`config.mk`:
```
export PLATFORM = sky130hd
export DESIGN_NAME = sprite_line_scanner
export DESIGN_NICKNAME = d
export VERILOG_FILES = /design/src/rtl/sprite_line_scanner_pkg.sv /design/src/rtl/sprite_line_scanner_hit_eval.sv /design/src/rtl/sprite_line_scanner.sv
export SDC_FILE = /design/constraint.sdc
export NUM_CORES = 1
export LEC_CHECK = 0
export CELL_PAD_IN_SITES_DETAIL_PLACEMENT = 1
export CELL_PAD_IN_SITES_GLOBAL_PLACEMENT = 1
export CORE_MARGIN = 2
export CORE_UTILIZATION = 30
export CTS_CLUSTER_SIZE = 8
export DETAILED_ROUTE_END_ITERATION = 8
export GPL_ROUTABILITY_DRIVEN = 1
export PLACE_DENSITY_LB_ADDON = 0.3
export SKIP_CTS_REPAIR_TIMING = 1
export SYNTH_ARGS = -nofsm -noshare
export SYNTH_HDL_FRONTEND = slang
export SYNTH_SLANG_ARGS = --single-unit
```
`constraint.sdc`:
```
create_clock -name clk -period 3 [get_ports clk]
set_input_delay 0.6 -clock clk [delete_from_list [all_inputs] [get_ports clk]]
set_output_delay 0.6 -clock clk [all_outputs]
set_load 0.005 [all_outputs]
```
`src/rtl/sprite_line_scanner_pkg.sv`:
```
// Shared constants for the sprite line scanner and the downstream descriptor splitter:
// field positions, geometry and scan FSM state encodings.
package sprite_line_scanner_pkg;

    localparam int NUM_SPRITES = 32;
    localparam int ADDR_W      = 5;
    localparam int Y_W         = 8;
    localparam int SPR_H       = 16;
    localparam int LINE_W      = 4;
    localparam int MAX_SLOTS   = 4;
    localparam int DESC_W      = 15;
    localparam int ATTR_W      = 19;

    // Descriptor layout {en, offset, line, num}
    localparam int DESC_NUM_LSB  = 0;
    localparam int DESC_NUM_MSB  = 4;
    localparam int DESC_LINE_LSB = 5;
    localparam int DESC_LINE_MSB = 8;
    localparam int DESC_OFS_LSB  = 9;
    localparam int DESC_OFS_MSB  = 13;
    localparam int DESC_EN_BIT   = 14;

    // Attribute RAM word layout
    localparam int ATTR_Y_LSB    = 0;
    localparam int ATTR_Y_MSB    = 7;
    localparam int ATTR_XOFF_LSB = 8;
    localparam int ATTR_XOFF_MSB = 12;
    localparam int ATTR_PAT_LSB  = 13;
    localparam int ATTR_PAT_MSB  = 17;
    localparam int ATTR_EN_BIT   = 18;

    typedef enum logic [1:0] {
        ST_IDLE    = 2'd0,
        ST_SCAN    = 2'd1,
        ST_DRAIN   = 2'd2,
        ST_PUBLISH = 2'd3
    } scan_state_e;

    typedef logic [DESC_W-1:0] desc_t;

    function automatic desc_t make_desc(input logic [4:0]        xoff,
                                        input logic [LINE_W-1:0] line,
                                        input logic [4:0]        pat);
        desc_t d;
        d = '0;
        d[DESC_EN_BIT]                  = 1'b1;
        d[DESC_OFS_MSB:DESC_OFS_LSB]   = xoff;
        d[DESC_LINE_MSB:DESC_LINE_LSB] = line;
        d[DESC_NUM_MSB:DESC_NUM_LSB]   = pat;
        return d;
    endfunction

endpackage

```
`src/rtl/sprite_line_scanner_hit_eval.sv`:
```
// Combinational vertical hit test for one attribute word against the current scanline,
// producing the descriptor that would be stored on a hit.
module sprite_hit_eval
    import sprite_line_scanner_pkg::*;
(
    input  logic [Y_W-1:0]    cur_y_i,
    input  logic [ATTR_W-1:0] attr_data_i,
    output logic              hit_o,
    output desc_t             desc_o
);

    logic [Y_W:0] diff;

    // One extra bit so a sprite below the line shows up as negative instead of wrapping.
    assign diff = {1'b0, cur_y_i} - {1'b0, attr_data_i[ATTR_Y_MSB:ATTR_Y_LSB]};

    assign hit_o = attr_data_i[ATTR_EN_BIT] && !diff[Y_W] && (diff < (Y_W+1)'(SPR_H));

    assign desc_o = make_desc(attr_data_i[ATTR_XOFF_MSB:ATTR_XOFF_LSB],
                              diff[LINE_W-1:0],
                              attr_data_i[ATTR_PAT_MSB:ATTR_PAT_LSB]);

endmodule

```
`src/rtl/sprite_line_scanner.sv`:
```
// Per-scanline sprite evaluator: walks the attribute table once per line_start and
// publishes the first four vertically-covering sprites as descriptors.
module sprite_line_scanner
    import sprite_line_scanner_pkg::*;
(
    input  logic              clk,
    input  logic              rst,
    input  logic              line_start,
    input  logic [Y_W-1:0]    line_y,
    output logic [ADDR_W-1:0] attr_addr,
    input  logic [ATTR_W-1:0] attr_data,
    output logic [DESC_W-1:0] sprite0,
    output logic [DESC_W-1:0] sprite1,
    output logic [DESC_W-1:0] sprite2,
    output logic [DESC_W-1:0] sprite3,
    output logic              overflow,
    output logic              busy,
    output logic              done
);

    scan_state_e                        state_q;
    logic [Y_W-1:0]                     cur_y_q;
    logic [ADDR_W-1:0]                  addr_q;
    logic                               issue_q;
    logic                               issue_last_q;
    logic                               data_vld_q;
    logic                               data_last_q;
    logic [MAX_SLOTS-1:0][DESC_W-1:0]   slot_q,  slot_d;
    logic [2:0]                         hit_cnt_q, hit_cnt_d;
    logic                               ovf_work_q, ovf_work_d;
    logic [MAX_SLOTS-1:0][DESC_W-1:0]   sprite_q;
    logic                               overflow_q;
    logic                               busy_q;
    logic                               done_q;

    logic  eval_hit;
    desc_t eval_desc;

    sprite_hit_eval u_hit_eval (
        .cur_y_i     (cur_y_q),
        .attr_data_i (attr_data),
        .hit_o       (eval_hit),
        .desc_o      (eval_desc)
    );

    // Slot fill: first hits take the lowest free slot, later ones only raise overflow.
    always_comb begin
        // NOTE: every always_comb output gets a default first so no path leaves it unassigned (no latch).
        slot_d     = slot_q;
        hit_cnt_d  = hit_cnt_q;
        ovf_work_d = ovf_work_q;
        if (data_vld_q && eval_hit) begin
            if (hit_cnt_q < 3'(MAX_SLOTS)) begin
                slot_d[hit_cnt_q[1:0]] = eval_desc;
                hit_cnt_d              = hit_cnt_q + 3'd1;
            end else begin
                ovf_work_d = 1'b1;
            end
        end
    end

    always_ff @(posedge clk) begin
        // NOTE: sequential state uses non-blocking assignments so every register sees pre-edge values.
        if (rst) begin
            // NOTE: the slot and output banks are plain flops, not RAM, so they are reset like any other state.
            state_q      <= ST_IDLE;
            cur_y_q      <= '0;
            addr_q       <= '0;
            issue_q      <= 1'b0;
            issue_last_q <= 1'b0;
            data_vld_q   <= 1'b0;
            data_last_q  <= 1'b0;
            slot_q       <= '0;
            hit_cnt_q    <= '0;
            ovf_work_q   <= 1'b0;
            sprite_q     <= '0;
            overflow_q   <= 1'b0;
            busy_q       <= 1'b0;
            done_q       <= 1'b0;
        end else begin
            done_q      <= 1'b0;
            slot_q      <= slot_d;
            hit_cnt_q   <= hit_cnt_d;
            ovf_work_q  <= ovf_work_d;
            data_vld_q  <= issue_q;
            data_last_q <= issue_last_q;

            case (state_q)
                ST_IDLE: begin
                    if (line_start) begin
                        cur_y_q      <= line_y;
                        slot_q       <= '0;
                        hit_cnt_q    <= '0;
                        ovf_work_q   <= 1'b0;
                        addr_q       <= '0;
                        issue_q      <= 1'b1;
                        issue_last_q <= 1'b0;
                        busy_q       <= 1'b1;
                        state_q      <= ST_SCAN;
                    end
                end
                ST_SCAN: begin
                    addr_q <= addr_q + ADDR_W'(1);
                    if (addr_q == ADDR_W'(NUM_SPRITES - 2)) begin
                        issue_last_q <= 1'b1;
                        state_q      <= ST_DRAIN;
                    end
                end
                ST_DRAIN: begin
                    issue_q      <= 1'b0;
                    issue_last_q <= 1'b0;
                    // The last read is evaluated on this edge; its result is in slot_d.
                    if (data_last_q) begin
                        state_q <= ST_PUBLISH;
                    end
                end
                ST_PUBLISH: begin
                    sprite_q   <= slot_q;
                    overflow_q <= ovf_work_q;
                    done_q     <= 1'b1;
                    busy_q     <= 1'b0;
                    state_q    <= ST_IDLE;
                end
                default: state_q <= ST_IDLE;
            endcase
        end
    end

    assign attr_addr = addr_q;
    assign sprite0   = sprite_q[0];
    assign sprite1   = sprite_q[1];
    assign sprite2   = sprite_q[2];
    assign sprite3   = sprite_q[3];
    assign overflow  = overflow_q;
    assign busy      = busy_q;
    assign done      = done_q;

endmodule

```
==> results of run 1 <==
[worst register-to-register path, stage by stage, from the launching register on]
cell	delay (ns)
dfxtp_1	0.32
inv_1	0.07
ha_1	0.15
inv_1	0.05
fa_2	0.34
a21oi_2	0.13
o221a_2	0.23
mux2i_4	0.26
nand2_1	0.07
or4b_4	0.50
buf_12	0.18
mux2i_1	0.13
[state kept, by name (all words and copies together) (netlist names), 2 cells and up]
register and count:
cur_y_q 8, sprite1 15, sprite3 15, attr_addr 5, sprite0 15, state_q 2, sprite2 15, hit_cnt_q 3
slot_q 60
[layout make-up]
type                       instances  area, sq um  area share (%)
clock inverter                    12          170            2.13
inverter                          25         93.8            1.18
tap                              265          332            4.15
multi-input combinational        403         2740            34.3
sequential                       146         2920            36.6
timing repair buffer             130         1280            16.0
clock buffer                      19          453            5.67
[synthesized netlist by cell type, drive strengths merged (2+ instances only)]
cell type and instances:
dfxtp 146, mux2i 121, nand2 95, nor2 77, a21oi 28, inv 25
clkbuf 23, ha 19, nand3 9, buf 8, o21ai 7, nor3 6
a211oi 4, nand2b 4, and3 3, nor2b 3, o211ai 3, a2111oi 2
a22oi 2, nand3b 2, or3 2
[logic make-up (layout without fill, tap and decap cells)]
logic type	after synthesis	count (layout)
buffers and inverters	56	186
XOR/XNOR	1	1
multiplexers	121	121
adder cells (fa/ha/maj)	20	20
AND/OR/NAND/NOR	205	205
flip-flops	146	146
AO/OA/AOI/OAI	56	56
[layer usage]
metal / GRT usage, % / wire length, um
met1: 20.1 / 7470
met2: 27.7 / 7810
met3: 3.40 / 389
met4: 5.78 / 211
met5: 0 / 0
[stage by stage]
| step | setup TNS, ns | total power, mW | instance area [sq um] | util, % |
|---|---|---|---|---|
| 6_report | 0 | 5.21 | 7980 | 41.3 |
| 2_1_floorplan | 0 | 2.65 | 5880 | - |
| 5_1_grt | -0.00642 | 5.46 | 7980 | 41.3 |
| 3_5_place_dp | -20.00 | 3.04 | 7340 | 37.9 |
| 3_3_place_gp | -17.09 | 3.01 | 7340 | 37.9 |
| 4_1_cts | 0 | 5.27 | 7960 | 41.2 |
[power by group through the flow]
| stage | Sequential [mW] | Combinational (mW) | Clock, mW |
|---|---|---|---|
| 6_report | 2.05 | 0.933 | 2.23 |
| 5_1_grt | 2.05 | 1.04 | 2.36 |
| 4_1_cts | 2.05 | 0.952 | 2.28 |
| 3_5_place_dp | 2.09 | 0.945 | 0 |
| 3_3_place_gp | 2.09 | 0.921 | 0 |
| 2_1_floorplan | 2.07 | 0.579 | 0 |
[worst max path at each step]
| stage | startpoint | end | slack, ns | depth (start not counted) |
|---|---|---|---|---|
| after CTS | attr_data[0] | slot_q[38] | 0.03 | 11 |
| after floorplan | attr_data[0] | slot_q[38] | 0.20 | 11 |
| after global routing | attr_data[2] | slot_q[0] | -0.006 | 10 |
| final | attr_data[0] | slot_q[38] | 0.16 | 11 |
| after detailed placement | attr_data[0] | slot_q[38] | -0.41 | 11 |
| after global placement | attr_data[0] | slot_q[35] | -0.38 | 11 |
==> flow_summary_export.csv, run 1 <==
group,metric,value,unit
logic_synthesis,synth_xor_area_share,0.149,%
logic_synthesis,yosys_register_bits,146,
timing,hold_violations,0,
logic_synthesis,synth_nets,655,
critical_path,r2r_start,"cur_y_q[0]",
drt,antenna_left,0,
min_path,holdPathEnd,"slot_q[29]",
logic_synthesis,synthAdderAreaFrac,4.39,%
logic_synthesis,synthesis.area,5880,sq um
timing,slew_violations,0,
placed_design,portBuffers,97,
grt,grt_max_degree,51,
cts,clk_latency,0.42,ns
cts,cts-root-buf,"clkbuf_16",
critical_path,crit_arrival,3.13,ns
logic_synthesis,synth_edf_count,0,
pwr,ir_drop,0.000325,V
drt,drt_wl_total,15900,um
pwr,internal-power,3.74,mW
critical_path,crit_family,"buffers and inverters",
logic_synthesis,yosysUniqueCellTypes,46,
die,start_util,30.4,%
timing,fin_skew,0.0102,ns
placed_design,dp_slack,-0.413,ns
pwr,powerDensity,652,nW/um^2
critical_path,cp_num_buf_inv,3,
grt,grt.overflow.total,0,
critical_path,path_class,"in -> reg",
critical_path,worstSetupStartpointType,"input pin",
min_path,hold_path.class,"reg -> reg",
drt,num_vias,4533,
cts,cts_made_buffers,17,
timing,setup_slack,0.156,ns
pwr,p_sw_share,28.2,%
cts,cts_tree,"yes",
layout,num-nets-final,773,
timing,holdWs,0.457,ns
pwr,comb_power_share,17.9,%
timing,period_share,94.8,%
pwr,power.share.clock,42.8,%
cts,cts.sinks,146,
critical_path,reg2reg_to,"slot_q[38]",
die,rows,51,
critical_path,crit_fanout,15,
logic_synthesis,synthFlopType,"dfxtp_1",
critical_path,endpoint_kind,"register",
critical_path,reg2regPathDepth,11,
logic_synthesis,yosys.area_share.simple,14.6,%
layout,layout-drive-gt1-share,10.5,%
logic_synthesis,synthMuxAreaShare,20.8,%
critical_path,cp_slowest_stage_delay,0.50,ns
logic_synthesis,synth_top_family_by_area,"multiplexers",
grt,grt_usage,16.2,%
pwr,leakagePower,3.16,nW
critical_path,cp_slowest_cell,"or4b_4",
layout,final_cells,1000,
grt,antenna_found_initial,0,
min_path,hold_path_depth,2,
timing,worst_pin_slew,0.706,ns
critical_path,reg2reg_slack,0.45,ns
layout,syn_to_final_growth,35.9,%
cts,path_clk_slew,0.06,ns
grt,grt_pass1_wl,25700,um
logic_synthesis,yosysTopAreaCell,"dfxtp_1",
drt,drc_errors,0,
placed_design,dp_cells,969,
logic_synthesis,synth_top_cell_area_share,49.7,%
layout,fillCellCount,2176,
logic_synthesis,synth_compound_area_share,6.07,%
timing,setup_viol_count_final,0,
die,dieHeight,144,um
placed_design,hpwl,11300,um
die,die_x,144,um
timing,slew_headroom,52.9,%
layout,num_antenna_cells,0,
cts,cts_htree_levels,4,
drt,first_pass_iters,4,
flow_run,maxCapViolCount,0,
grt,grt_pass1_vias,4896,
drt,wl_per_cell,15.9,um
logic_synthesis,syn_inst,605,
layout,layout_commonest_cell,"dfxtp_1",
min_path,hp-start,"slot_q[29]",
logic_synthesis,synth-seq-area-share,49.7,%
drt,dr.first_iter.drc_count,159,
cts,clockBufferDepth,2,
placed_design,gp_congestion,0.735,
logic_synthesis,synth.avg_cell_area,9.71,sq um
die,io-pin-count,98,
timing,period_needed,2.84,ns
pwr,p_sw,1.47,mW
pwr,p_seq_share,39.3,%
logic_synthesis,async_reset_ff_share,0,%
logic_synthesis,synth-warning-count,0,
run_status,status,"completed",
timing,max_freq,352,MHz
logic_synthesis,synth_area_leaders,"dfxtp_1 (50%), mux2i_1 (20%), nand2_1 (6.1%)",
critical_path,cp_cell_sequence,"clkdlybuf4s50_1 -> ha_1 -> inv_1 -> fa_2 -> a21oi_2 -> o221a_2 -> mux2i_4 -> nand2_1 -> or4b_4 -> buf_12 -> mux2i_1",
die,die_area,20700,sq um
layout,mostFrequentLayoutCells,"dfxtp_1 (146), mux2i_1 (120), clkdlybuf4s50_1 (96)",
critical_path,worstPathRequired,3.28,ns
drt,avgViaCountPerCell,4.53,
die,coreArea,19300,sq um
No activity file was read; power rests on OpenSTA's default activity.
==> run 2: changes to the inputs <==
--- a/config.mk
+++ b/config.mk
@@ -8,7 +8,7 @@
 export CELL_PAD_IN_SITES_DETAIL_PLACEMENT = 1
 export CELL_PAD_IN_SITES_GLOBAL_PLACEMENT = 1
 export CORE_MARGIN = 2
-export CORE_UTILIZATION = 30
+export CORE_UTILIZATION = 36
 export CTS_CLUSTER_SIZE = 8
 export DETAILED_ROUTE_END_ITERATION = 8
 export GPL_ROUTABILITY_DRIVEN = 1
==> run 2 against run 1 <==
  * First-iteration DRC count is 16% higher
  * Clock power is 3% lower
  * Via count is 3.2% higher
  * Worst hold slack worse by 0.0021 ns
  * Largest cell class unchanged
  * Worst setup slack worse by 0.018 ns
  * Sequential share of layout area is 0.14 points higher
  * Register-to-register slack worse by 0.05 ns
  * Largest power group unchanged
  * Highest routed layer unchanged
  * Final area is 0.38% lower
  * Critical path type unchanged
  * Cell count is 4.7% lower
==> flow_summary_export.csv, run 2 (synthesis results as in run 1) <==
group,metric,value,unit
timing,holdWs,0.454,ns
die,rows,46,
drt,drc_errors,0,
critical_path,crit_arrival,3.21,ns
layout,regMostFlops,"slot_q",
die,coreArea,15900,sq um
drt,num_vias,4678,
timing,hold_violations,0,
cts,cts.sinks,146,
critical_path,crit_fanout,15,
placed_design,hpwl,11500,um
layout,layout-drive-gt1-share,11.1,%
layout,final_core_util,49.9,%
drt,dr.first_iter.drc_count,185,
cts,cts-root-buf,"clkbuf_16",
layout,layout_commonest_cell,"dfxtp_1",
critical_path,worstPathRequired,3.34,ns
timing,slew_violations,0,
layout,mostFrequentLayoutCells,"dfxtp_1 (146), mux2i_1 (118), clkdlybuf4s50_1 (96)",
cts,clockBufferDepth,2,
grt,grt.overflow.total,0,
cts,cts_tree,"yes",
timing,rsz0062_at_grt,"false",
timing,setup_slack,0.139,ns
die,die_area,17400,sq um
grt,grt_pass1_vias,5005,
timing,period_needed,2.86,ns
critical_path,endpoint_kind,"register",
timing,worst_pin_slew,0.565,ns
grt,grt_pass1_wl,26400,um
layout,multiInputGateArea,2780,sq um
die,io-pin-count,98,
layout,syn_to_final_growth,35.3,%
placed_design,placed_cell_area,7280,sq um
layout,finalInstanceArea,7950,sq um
timing,max_freq,349,MHz
drt,first_pass_iters,4,
layout,num_antenna_cells,0,
critical_path,path_class,"in -> reg",
timing,period_share,95.4,%
placed_design,dp_slack,-0.409,ns
die,dieHeight,132,um
layout,num-nets-final,774,
grt,antenna_found_initial,0,
flow_run,maxCapViolCount,0,
drt,drt_wl_total,16400,um
cts,cts_htree_levels,4,
drt,wl_per_cell,17.2,um
min_path,hold_path.class,"reg -> reg",
cts,clk_latency,0.43,ns
pwr,finalPower,5.14,mW
placed_design,gp_congestion,0.866,
timing,setup_viol_count_final,0,
pwr,powerDensity,647,nW/um^2
layout,fillCellCount,1772,
drt,avgViaCountPerCell,4.91,
layout,register_area,2920,sq um
placed_design,portBuffers,97,
cts,cts_made_buffers,17,
grt,grt_max_degree,46,
critical_path,worstSetupStartpointType,"input pin",
layout,largest_reg_flops,60,
timing,slew_headroom,61.9,%
die,start_util,36.9,%
die,die_x,132,um
cts,path_clk_slew,0.06,ns
grt,grt_usage,19.4,%
drt,antenna_left,0,
timing,fin_skew,0.00590,ns
pwr,ir_drop,0.000408,V
run_status,status,"completed",
pwr,leakagePower,3.15,nW
==> run 2: cell types whose count changed in the layout (fill, tap and decap cells not counted), sizes merged <==
cell,before,now
inv,30,28
clkbuf,19,22
bufinv,3,2
clkinvlp,0,2
buf,34,35
clkinv,4,3
==> run 2: worst paths after layout <==
| kind | start | endpoint | slack, ns | depth (start not counted) |
|---|---|---|---|---|
| setup / recovery | attr_data[7] | slot_q[11] | 0.14 | 11 |
| hold / removal | slot_q[29] | slot_q[29] | 0.45 | 2 |
| setup reg to reg | cur_y_q[0] | slot_q[11] | 0.40 | 13 |
| hold reg to reg | slot_q[29] | slot_q[29] | 0.45 | 2 |
==> run 2: worst max-delay path, stage by stage <==
cell	delay, ns
clkdlybuf4s50_1	0.46
inv_1	0.05
ha_1	0.31
a2111oi_1	0.09
or3_1	0.41
nor3_2	0.26
buf_4	0.16
o2111a_1	0.22
and3_4	0.22
buf_12	0.17
mux2i_4	0.24
==> run 2: cell type report <==
cell class                      count  share of cell area, %
Sequential cell                   146                   36.8
Multi-Input combinational cell    403                   34.9
Timing Repair Buffer              131                   16.1
Clock buffer                       22                   6.09
Tap cell                          216                   3.40
Clock inverter                     10                   1.54
Inverter                           25                   1.18
==> run 2: per-stage QoR <==
| step | setup TNS [ns] | std cells |
|---|---|---|
| CTS | 0 | 953 |
| detailed placement | -18.46 | 921 |
| global route | 0 | 953 |
| floorplan | 0 | 605 |
| global placement | -14.60 | 921 |
| finish | 0 | 953 |
==> run 2: where the power goes <==
group          switching, mW  total (mW)  internal (mW)  leakage, nW
logic                  0.573       0.939          0.366         1.68
registers             0.0485        2.04           2.00         1.18
clock network          0.840        2.16           1.32        0.295
total                   1.46        5.14           3.68         3.15
==> run 2: routing by layer <==
metal	vias to the layer above	GRT usage, %	wire length, um
met5	-	0	0
met4	0	7.43	308
met3	26	4.04	452
met2	93	35.0	8380
met1	2289	22.5	7220
li1	2270	-	-
